==> src/rtl/fetch_arbiter_pkg.sv <==
`default_nettype none
// ============================================================================
// Module      : fetch_arbiter_pkg
// Description : Shared types for the instruction-fetch channel arbiter.
// Revision    : 1.0 - initial release
// ============================================================================
package fetch_arbiter_pkg;

    localparam int c_addr_width  = 16;
    localparam int c_instr_width = 32;

    typedef logic [c_addr_width-1:0]  instruction_memory_address_t;
    typedef logic [c_instr_width-1:0] instruction_t;
    typedef instruction_memory_address_t addr_t;

    typedef enum logic [1:0] {
        IDLE      = 2'd0,
        READ_WAIT = 2'd1,
        RELAY     = 2'd2,
        RELEASE   = 2'd3
    } fetch_channel_state_t;

    // Explicit wrap so non-power-of-two consumer counts stay in range.
    function automatic int rr_advance(input int last, input int n);
        return (last >= n - 1) ? 0 : last + 1;
    endfunction

endpackage
`default_nettype wire

==> src/rtl/fetch_rr_picker.sv <==
`default_nettype none
// ============================================================================
// Module      : fetch_rr_picker
// Description : First set request at or after rr_ptr, scanning modulo NUM_REQ.
// Revision    : 1.0 - initial release
// ============================================================================
module fetch_rr_picker #(
    parameter int NUM_REQ = 4,
    parameter int IDX_W   = 2
) (
    input  logic [NUM_REQ-1:0] req,
    input  logic [IDX_W-1:0]   rr_ptr,
    output logic [IDX_W-1:0]   winner,
    output logic               found
);

    int               w_cand;
    logic [IDX_W-1:0] w_cand_idx;

    always_comb begin
        winner     = '0;
        found      = 1'b0;
        w_cand     = 0;
        w_cand_idx = '0;
        for (int k = 0; k < NUM_REQ; k++) begin
            w_cand     = (int'(rr_ptr) + k) % NUM_REQ;
            w_cand_idx = IDX_W'(w_cand);
            if (!found && req[w_cand_idx]) begin
                found  = 1'b1;
                winner = w_cand_idx;
            end
        end
    end

endmodule
`default_nettype wire

==> src/rtl/fetch_arbiter.sv <==
`default_nettype none
// ============================================================================
// Module      : fetch_arbiter
// Description : Round-robin sharing of instruction-memory read channels among
//               per-warp fetchers; one outstanding read per channel.
// Revision    : 1.0 - initial release
// ============================================================================
module fetch_arbiter
    import fetch_arbiter_pkg::*;
#(
    parameter int NUM_CONSUMERS = 4,
    parameter int NUM_CHANNELS  = 1
) (
    input  logic                     clk,
    input  logic                     reset,
    input  logic [NUM_CONSUMERS-1:0] consumer_read_valid,
    input  addr_t                    consumer_read_address [NUM_CONSUMERS],
    output logic [NUM_CONSUMERS-1:0] consumer_read_ready,
    output instruction_t             consumer_read_data    [NUM_CONSUMERS],
    output logic [NUM_CHANNELS-1:0]  mem_read_valid,
    output addr_t                    mem_read_address      [NUM_CHANNELS],
    input  logic [NUM_CHANNELS-1:0]  mem_read_ready,
    input  instruction_t             mem_read_data         [NUM_CHANNELS]
);

    localparam int c_idx_w = (NUM_CONSUMERS > 1) ? $clog2(NUM_CONSUMERS) : 1;

    fetch_channel_state_t r_state      [NUM_CHANNELS];
    fetch_channel_state_t w_state_next [NUM_CHANNELS];
    logic [c_idx_w-1:0]   r_owner      [NUM_CHANNELS];
    addr_t                r_addr       [NUM_CHANNELS];
    instruction_t         r_cons_data  [NUM_CONSUMERS];
    logic [c_idx_w-1:0]   r_rr_ptr;

    logic [NUM_CONSUMERS-1:0] w_owned;
    logic [NUM_CONSUMERS-1:0] w_eligible;
    logic [NUM_CHANNELS-1:0]  w_grant;
    logic [c_idx_w-1:0]       w_grant_idx [NUM_CHANNELS];
    logic [c_idx_w-1:0]       w_last_idx;
    logic [c_idx_w-1:0]       w_rr_next;

    // A consumer held by any non-idle channel (including RELEASE) is not re-eligible.
    always_comb begin
        w_owned = '0;
        for (int c = 0; c < NUM_CHANNELS; c++) begin
            if (r_state[c] != IDLE) begin
                w_owned[r_owner[c]] = 1'b1;
            end
        end
        w_eligible = consumer_read_valid & ~w_owned;
    end

    // Each channel's picker sees the requests left over by lower-indexed grants.
    for (genvar c = 0; c < NUM_CHANNELS; c++) begin : g_ch
        logic [NUM_CONSUMERS-1:0] w_req;
        logic [NUM_CONSUMERS-1:0] w_req_next;
        logic [c_idx_w-1:0]       w_pick;
        logic                     w_found;

        if (c == 0) begin : g_first
            assign w_req = w_eligible;
        end else begin : g_chain
            assign w_req = g_ch[c-1].w_req_next;
        end

        fetch_rr_picker #(
            .NUM_REQ (NUM_CONSUMERS),
            .IDX_W   (c_idx_w)
        ) u_picker (
            .req    (w_req),
            .rr_ptr (r_rr_ptr),
            .winner (w_pick),
            .found  (w_found)
        );

        assign w_grant[c]     = w_found && (r_state[c] == IDLE);
        assign w_grant_idx[c] = w_pick;
        assign w_req_next     = w_grant[c] ? (w_req & ~(NUM_CONSUMERS'(1) << w_pick)) : w_req;
    end

    // Highest granting channel holds the last winner in scan order.
    always_comb begin
        w_last_idx = '0;
        for (int c = 0; c < NUM_CHANNELS; c++) begin
            if (w_grant[c]) begin
                w_last_idx = w_grant_idx[c];
            end
        end
        w_rr_next = c_idx_w'(rr_advance(int'(w_last_idx), NUM_CONSUMERS));
    end

    always_comb begin
        for (int c = 0; c < NUM_CHANNELS; c++) begin
            w_state_next[c] = r_state[c];
            case (r_state[c])
                IDLE:      if (w_grant[c]) w_state_next[c] = READ_WAIT;
                READ_WAIT: if (mem_read_ready[c]) w_state_next[c] = RELAY;
                RELAY:     w_state_next[c] = RELEASE;
                RELEASE:   if (!consumer_read_valid[r_owner[c]]) w_state_next[c] = IDLE;
                default:   w_state_next[c] = IDLE;
            endcase
        end
    end

    always_ff @(posedge clk) begin
        if (reset) begin
            r_rr_ptr <= '0;
            for (int c = 0; c < NUM_CHANNELS; c++) begin
                r_state[c] <= IDLE;
                r_owner[c] <= '0;
                r_addr[c]  <= '0;
            end
            for (int i = 0; i < NUM_CONSUMERS; i++) begin
                r_cons_data[i] <= '0;
            end
        end else begin
            for (int c = 0; c < NUM_CHANNELS; c++) begin
                r_state[c] <= w_state_next[c];
                if (w_grant[c]) begin
                    r_owner[c] <= w_grant_idx[c];
                    r_addr[c]  <= consumer_read_address[w_grant_idx[c]];
                end
                if ((r_state[c] == READ_WAIT) && mem_read_ready[c]) begin
                    r_cons_data[r_owner[c]] <= mem_read_data[c];
                end
            end
            if (|w_grant) begin
                r_rr_ptr <= w_rr_next;
            end
        end
    end

    always_comb begin
        mem_read_valid      = '0;
        consumer_read_ready = '0;
        for (int c = 0; c < NUM_CHANNELS; c++) begin
            mem_read_valid[c]   = (r_state[c] == READ_WAIT);
            mem_read_address[c] = (r_state[c] == READ_WAIT) ? r_addr[c] : '0;
            if (r_state[c] == RELAY) begin
                consumer_read_ready[r_owner[c]] = 1'b1;
            end
        end
    end

    // Per-consumer data registers keep their last relayed value.
    assign consumer_read_data = r_cons_data;

endmodule
`default_nettype wire
==> config.mk <==
export PLATFORM = sky130hd
export DESIGN_NAME = fetch_arbiter
export DESIGN_NICKNAME = d
export VERILOG_FILES = /design/src/rtl/fetch_arbiter_pkg.sv /design/src/rtl/fetch_rr_picker.sv /design/src/rtl/fetch_arbiter.sv
export SDC_FILE = /design/constraint.sdc
export NUM_CORES = 1
export LEC_CHECK = 0
export CELL_PAD_IN_SITES_DETAIL_PLACEMENT = 0
export CELL_PAD_IN_SITES_GLOBAL_PLACEMENT = 1
export CORE_MARGIN = 4
export CORE_UTILIZATION = 33
export DETAILED_ROUTE_END_ITERATION = 10
export HOLD_SLACK_MARGIN = 0.02
export PLACE_DENSITY_LB_ADDON = 0.1
export SLEW_MARGIN = 25
export SYNTH_ARGS = -nofsm -noshare
export SYNTH_HDL_FRONTEND = slang
export SYNTH_SLANG_ARGS = --single-unit
==> constraint.sdc <==
create_clock -name clk -period 3.75 [get_ports clk]
set_input_delay 0.75 -clock clk [delete_from_list [all_inputs] [get_ports clk]]
set_output_delay 0.75 -clock clk [all_outputs]
set_load 0.05 [all_outputs]
### Yosys cells after proc, flatten, opt, wreduce, memory -nomap -nowiden

Memory sizes are Yosys's and may differ from the RTL's.
Index checks and enable logic that the tools add are counted.

* bits in registers: 130
* memory bits (writable): 20
* memories: 3

* add/subtract/negate cells: 4
* magnitude comparators: 10
* equality and inequality tests: 3
* muxes and demuxes: 47
* bitwise operators: 4
* reductions and logical operators: 15

Memories
* r_addr: depth 1, bits a word 16, rd ports 1, clocked after memory_dff 0, wr ports 1, line fetch_arbiter.sv:31 `addr_t r_addr [NUM_CHANNELS];`
* r_owner: depth 1, bits a word 2, rd ports 1, clocked after memory_dff 0, wr ports 1, line fetch_arbiter.sv:30 `logic [c_idx_w-1:0] r_owner [NUM_CHANNELS];`
* r_state: depth 1, bits a word 2, rd ports 1, clocked after memory_dff 0, wr ports 1, line fetch_arbiter.sv:28 `fetch_channel_state_t r_state [NUM_CHANNELS];`

Operators with widths (number)
* $bwmux 128: 1
* $demux 32 s2: 1
* $mux 16: 4
* $bmux 16 s2: 1
* $mux 32: 1
* $mux 2: 11
* $mux 1: 19
* $reduce_or 16->1: 1
* $lt 2x3->1 const B: 5
* $bmux 1 s2: 5
* $mux 4: 2
* $pmux 2 s4: 1
* $logic_and 1x1->1: 7
* $ge 3x3->1 const B: 2
* $not 2->3: 2
* $add 2x1->2 const B: 2
* $add 2x2->2 const B: 2
* $and 4x4->4: 1
* $eq 2x2->1 const B: 2
* $not 4->4: 1
* $reduce_or 2->1: 2
* $logic_not 1->1: 3
* $lt 3x1->1 const B: 1
* $demux 1 s2: 1
* 5 further kinds: 5

### Logic depth before layout (Yosys ltp)

* word-level depth: 25
* mapped depth: 9
* gate-level depth less buffers: 7

### Cells and area by module

A second synthesis with hierarchy kept.

* cells, all modules: 704
* area, all modules: 6053.3 um2

Modules (own cells, without submodules)
* fetch_arbiter: times used 1, cells each 689, area each 5975.7 um2, sequential area each 3183.1 um2
* fetch_rr_picker: times used 1, cells each 15, area each 77.6 um2, sequential area each 0.0 um2

### Least setup slack after synthesis

OpenSTA, ideal clock, no wires.

* path type: register -> output
* start point: memory r_state[0][1] in the netlist's numbering
* end point: output mem_read_address[10] in the netlist's numbering
* data arrival time: 1.844 ns
* required time: 3.000 ns
* slack: 1.156 ns
* stages on the path, launching flop included: 6
* path buffers: 2
* cell sequence: dfxtp_1 -> inv_1 -> ha_1 -> clkbuf_1 -> clkbuf_1 -> and2_1

RTL lines
* from (decl): line fetch_arbiter.sv:28
* to (decl): line fetch_arbiter.sv:21 `output addr_t mem_read_address [NUM_CHANNELS],`

==> impl_metrics.xml <==
<?xml version="1.0" encoding="UTF-8"?>
<metrics>
  <group name="drt">
    <metric name="detail_route.vias_per_cell" unit="">4.90</metric>
    <metric name="drcViolationCount" unit="">0</metric>
    <metric name="ant_nets" unit="">0</metric>
    <metric name="total_via_count_in_the_routed_design" unit="">5832</metric>
    <metric name="routed_wl" unit="um">20700</metric>
    <metric name="drt-initial-drc-count" unit="">262</metric>
    <metric name="wl_per_cell" unit="um">17.4</metric>
    <metric name="detail_route.first_pass.iterations" unit="">4</metric>
  </group>
  <group name="timing">
    <metric name="hold_viol_final" unit="">0</metric>
    <metric name="rsz0062_at_grt" unit="">no</metric>
    <metric name="timing_worst_slew_pin_value" unit="ns">1.00</metric>
    <metric name="timing.fmax" unit="MHz">305</metric>
    <metric name="final_min_period_over_clock_period" unit="">0.875</metric>
    <metric name="setup-tns-final" unit="ns">0</metric>
    <metric name="timing.final.crit_period" unit="ns">3.28</metric>
    <metric name="setup_violations" unit="">0</metric>
    <metric name="slew_headroom" unit="">0.332</metric>
    <metric name="timing.final.max_slew_violations" unit="">0</metric>
    <metric name="clock-skew-final" unit="ns">0.0112</metric>
  </group>
  <group name="cts">
    <metric name="cts_repair_resizes" unit="">0</metric>
    <metric name="h-tree-depth" unit="">4</metric>
    <metric name="cts.repair_timing.setup_buffer_count" unit="">0</metric>
    <metric name="post_cts_hold_buffer_count" unit="">0</metric>
    <metric name="ctsRootBufferMaster" unit="">sky130_fd_sc_hd__clkbuf_16</metric>
    <metric name="cts_inserted_buffers" unit="">17</metric>
    <metric name="clock_tree.buffer_depth" unit="">2</metric>
    <metric name="insertion_delay" unit="ns">0.42</metric>
    <metric name="cts.reportedPaths.clkPinSlew" unit="ns">0.06</metric>
    <metric name="clkSinkCount" unit="">150</metric>
    <metric name="tritoncts_clock_tree" unit="">built</metric>
  </group>
  <group name="floorplanning">
    <metric name="core_area" unit="sq mm">0.0181</metric>
    <metric name="floorplan.die.height" unit="um">144</metric>
    <metric name="top_level_ports" unit="">252</metric>
    <metric name="initial_core_util" unit="">0.338</metric>
    <metric name="die_outline_area" unit="sq mm">0.0208</metric>
    <metric name="rows" unit="">49</metric>
    <metric name="dieWidth" unit="um">144</metric>
  </group>
  <group name="power_and_ir_drop">
    <metric name="total_power_draw" unit="uW">5400</metric>
    <metric name="peak_supply_drop" unit="uV">324</metric>
    <metric name="cellPowerDensity" unit="mW/mm^2">575</metric>
    <metric name="power.static_leakage" unit="uW">0.00321</metric>
  </group>
  <group name="logic_synthesis">
    <metric name="commonest_cells_post_synth" unit="">sky130_fd_sc_hd__nand2_1, sky130_fd_sc_hd__dfxtp_1, sky130_fd_sc_hd__a21oi_1, sky130_fd_sc_hd__clkbuf_1, sky130_fd_sc_hd__mux2i_1</metric>
    <metric name="ys.flop_type" unit="">sky130_fd_sc_hd__dfxtp_1</metric>
    <metric name="synth_area_leaders" unit="">sky130_fd_sc_hd__dfxtp_1, sky130_fd_sc_hd__nand2_1, sky130_fd_sc_hd__a21oi_1</metric>
    <metric name="post-synth-top-count-cell" unit="">sky130_fd_sc_hd__nand2_1</metric>
    <metric name="synth_largest_type_area_fraction" unit="">0.432</metric>
    <metric name="synth_cells" unit="">715</metric>
    <metric name="synth-edff-count" unit="">18</metric>
    <metric name="netlist_area" unit="sq mm">0.00612</metric>
    <metric name="yosys_register_bits" unit="">150</metric>
    <metric name="yosys_warns" unit="">0</metric>
    <metric name="avgSynthCellArea" unit="sq um">8.56</metric>
    <metric name="synth_nets" unit="">823</metric>
    <metric name="async_set_or_reset_flop_fraction_in_the_synthesized_netlist" unit="">0</metric>
    <metric name="synth.lib_cells_used.distinct" unit="">45</metric>
    <metric name="synth_sequential_area_ratio" unit="">0.520</metric>
    <metric name="synth_top_area_cell" unit="">sky130_fd_sc_hd__dfxtp_1</metric>
  </group>
  <group name="run">
    <metric name="cap_violations" unit="">0</metric>
  </group>
  <group name="critical_path">
    <metric name="register_to_register_path_depth" unit="">8</metric>
    <metric name="startpoint_kind_of_the_worst_setup_timing_path" unit="">flip-flop</metric>
    <metric name="worstSetupEndpointType" unit="">output pin</metric>
    <metric name="worstPathRequired" unit="ns">3.00</metric>
    <metric name="path_class" unit="">reg2out</metric>
    <metric name="timing.critical_path.arrival" unit="ns">2.53</metric>
    <metric name="worstPathMaxFanout" unit="">22</metric>
  </group>
  <group name="global_routing">
    <metric name="overflow" unit="">0</metric>
    <metric name="use_met2" unit="">0.321</metric>
    <metric name="grt.met3_usage" unit="">0.0830</metric>
    <metric name="grt_antenna_before_repair" unit="">2</metric>
    <metric name="grt.busiest_layer" unit="">met2</metric>
    <metric name="grt_pass1_wl" unit="um">31800</metric>
    <metric name="grt_start_max_net_pins" unit="">95</metric>
    <metric name="grt_pass1_vias" unit="">5806</metric>
    <metric name="track_usage" unit="">0.197</metric>
    <metric name="globalRouteMet1Util" unit="">0.238</metric>
  </group>
  <group name="finish">
    <metric name="num-fill-cells" unit="">1665</metric>
    <metric name="area_growth_syn_to_layout" unit="%">53.2</metric>
    <metric name="post_route_cells_drive_above_1_share" unit="">0.0688</metric>
    <metric name="finalNetCount" unit="">1055</metric>
    <metric name="multi_input_area" unit="sq mm">0.00273</metric>
    <metric name="ff_latch_area" unit="sq mm">0.00318</metric>
    <metric name="insertedDiodeCount" unit="">0</metric>
  </group>
  <group name="place">
    <metric name="place_congestion" unit="">0.856</metric>
    <metric name="port_buffers" unit="">251</metric>
    <metric name="place_hpwl" unit="um">14700</metric>
  </group>
  <group name="outcome">
    <metric name="run_status" unit="">finished, final reports clean</metric>
  </group>
  <group name="worst_hold_path">
    <metric name="min-delay-path-class" unit="">reg2reg</metric>
    <metric name="min_delay_path_depth" unit="">2</metric>
  </group>
</metrics>
## cell usage in the layout (no fill, tap or decap), types with 2 or more instances in the layout
cell                              Yosys  routed
sky130_fd_sc_hd__a2111oi_4            2       2
sky130_fd_sc_hd__a21oi_1            131     131
sky130_fd_sc_hd__and2_1              17      17
sky130_fd_sc_hd__and3b_1              2       2
sky130_fd_sc_hd__buf_4                5      15
sky130_fd_sc_hd__clkbuf_1            44       3
sky130_fd_sc_hd__clkbuf_16            0      17
sky130_fd_sc_hd__clkbuf_8             0       3
sky130_fd_sc_hd__clkdlybuf4s50_1      0     250
sky130_fd_sc_hd__clkinv_2             0       2
sky130_fd_sc_hd__clkinv_4             0       3
sky130_fd_sc_hd__dfxtp_1            132     132
sky130_fd_sc_hd__edfxtp_1            18      18
sky130_fd_sc_hd__ha_1                 5       5
sky130_fd_sc_hd__inv_1                4       4
sky130_fd_sc_hd__inv_6                0       2
sky130_fd_sc_hd__mux2i_1             32      32
sky130_fd_sc_hd__nand2_1            263     263
sky130_fd_sc_hd__nand2b_1             2       2
sky130_fd_sc_hd__nand4b_1             2       2
sky130_fd_sc_hd__nor2_1               4       3
sky130_fd_sc_hd__nor3b_1              4       2
sky130_fd_sc_hd__nor3b_2              0       2
sky130_fd_sc_hd__nor4_1               2       2
sky130_fd_sc_hd__o22ai_1              6       6
sky130_fd_sc_hd__o22ai_2             10      10
sky130_fd_sc_hd__or3_1                3       3
## worst max-delay path, stage by stage, from the launching register on
cell and delay, ns:
sky130_fd_sc_hd__dfxtp_1 0.34, sky130_fd_sc_hd__inv_1 0.11, sky130_fd_sc_hd__ha_1 0.61, sky130_fd_sc_hd__and2_1 0.23
sky130_fd_sc_hd__clkdlybuf4s50_1 0.83
## routing by layer
metal / part of all wire / up-vias
met5: 0.0013 / -
met4: 0.013 / 4
met3: 0.11 / 23
met2: 0.46 / 222
met1: 0.42 / 2717
li1: - / 2866
## per-stage QoR
| stage | cell area, sq um | utilization | worst slack (ns) | std cells | hold WS (ns) |
|---|---|---|---|---|---|
| after global routing | 9380 | 0.519 | 0.216 | 1189 | 0.474 |
| final | 9380 | 0.519 | 0.467 | 1189 | 0.452 |
| after floorplan | 6120 | - | 1.16 | 715 | 0.469 |
| after CTS | 9380 | 0.519 | 0.352 | 1189 | 0.455 |
| after global placement | 8830 | 0.488 | 0.733 | 1157 | 0.441 |
| after detailed placement | 8830 | 0.488 | 0.624 | 1157 | 0.447 |
## flip-flops by register name, summed over array words and instances, names as in the netlist
register	flops
r_owner	2
r_state	2
r_addr	16
r_rr_ptr	2
consumer_read_data	128
## logic make-up after synthesis
kind of cell               Yosys count  synth area share
adders and majority gates            5            0.0102
AOI/OAI and AO/OA                  161             0.162
buffers and inverters               57            0.0407
DFF                                150             0.520
and+or+nand+nor                    309             0.211
muxes                               33            0.0566
## final cells by class
class | count | share of cell area
inverters | 5 | 0.00200
clock buffers | 23 | 0.0510
well taps | 229 | 0.0305
repair buffers | 265 | 0.279
flip-flops and latches | 150 | 0.339
clock inverters | 9 | 0.00720
multi-input cells | 508 | 0.291
## final timing paths
kind,start,endpoint,slack [ns]
max reg2reg,r_state[0][0]$_SDFFE_PP0P_,r_addr[0][1]$_SDFFCE_PN0P_,0.83
min reg2reg,consumer_read_data[25]$_SDFFE_PP0P_,consumer_read_data[25]$_SDFFE_PP0P_,0.45
max,r_state[0][1]$_SDFFE_PP0P_,mem_read_address[13],0.47
min,consumer_read_data[25]$_SDFFE_PP0P_,consumer_read_data[25]$_SDFFE_PP0P_,0.45
## power breakdown
part           internal [uW]  switching [uW]  total [uW]
Sequential              1840             132        1970
Clock                    905             667        1570
Combinational            698            1150        1850
Power figures use the tool's default switching activity.
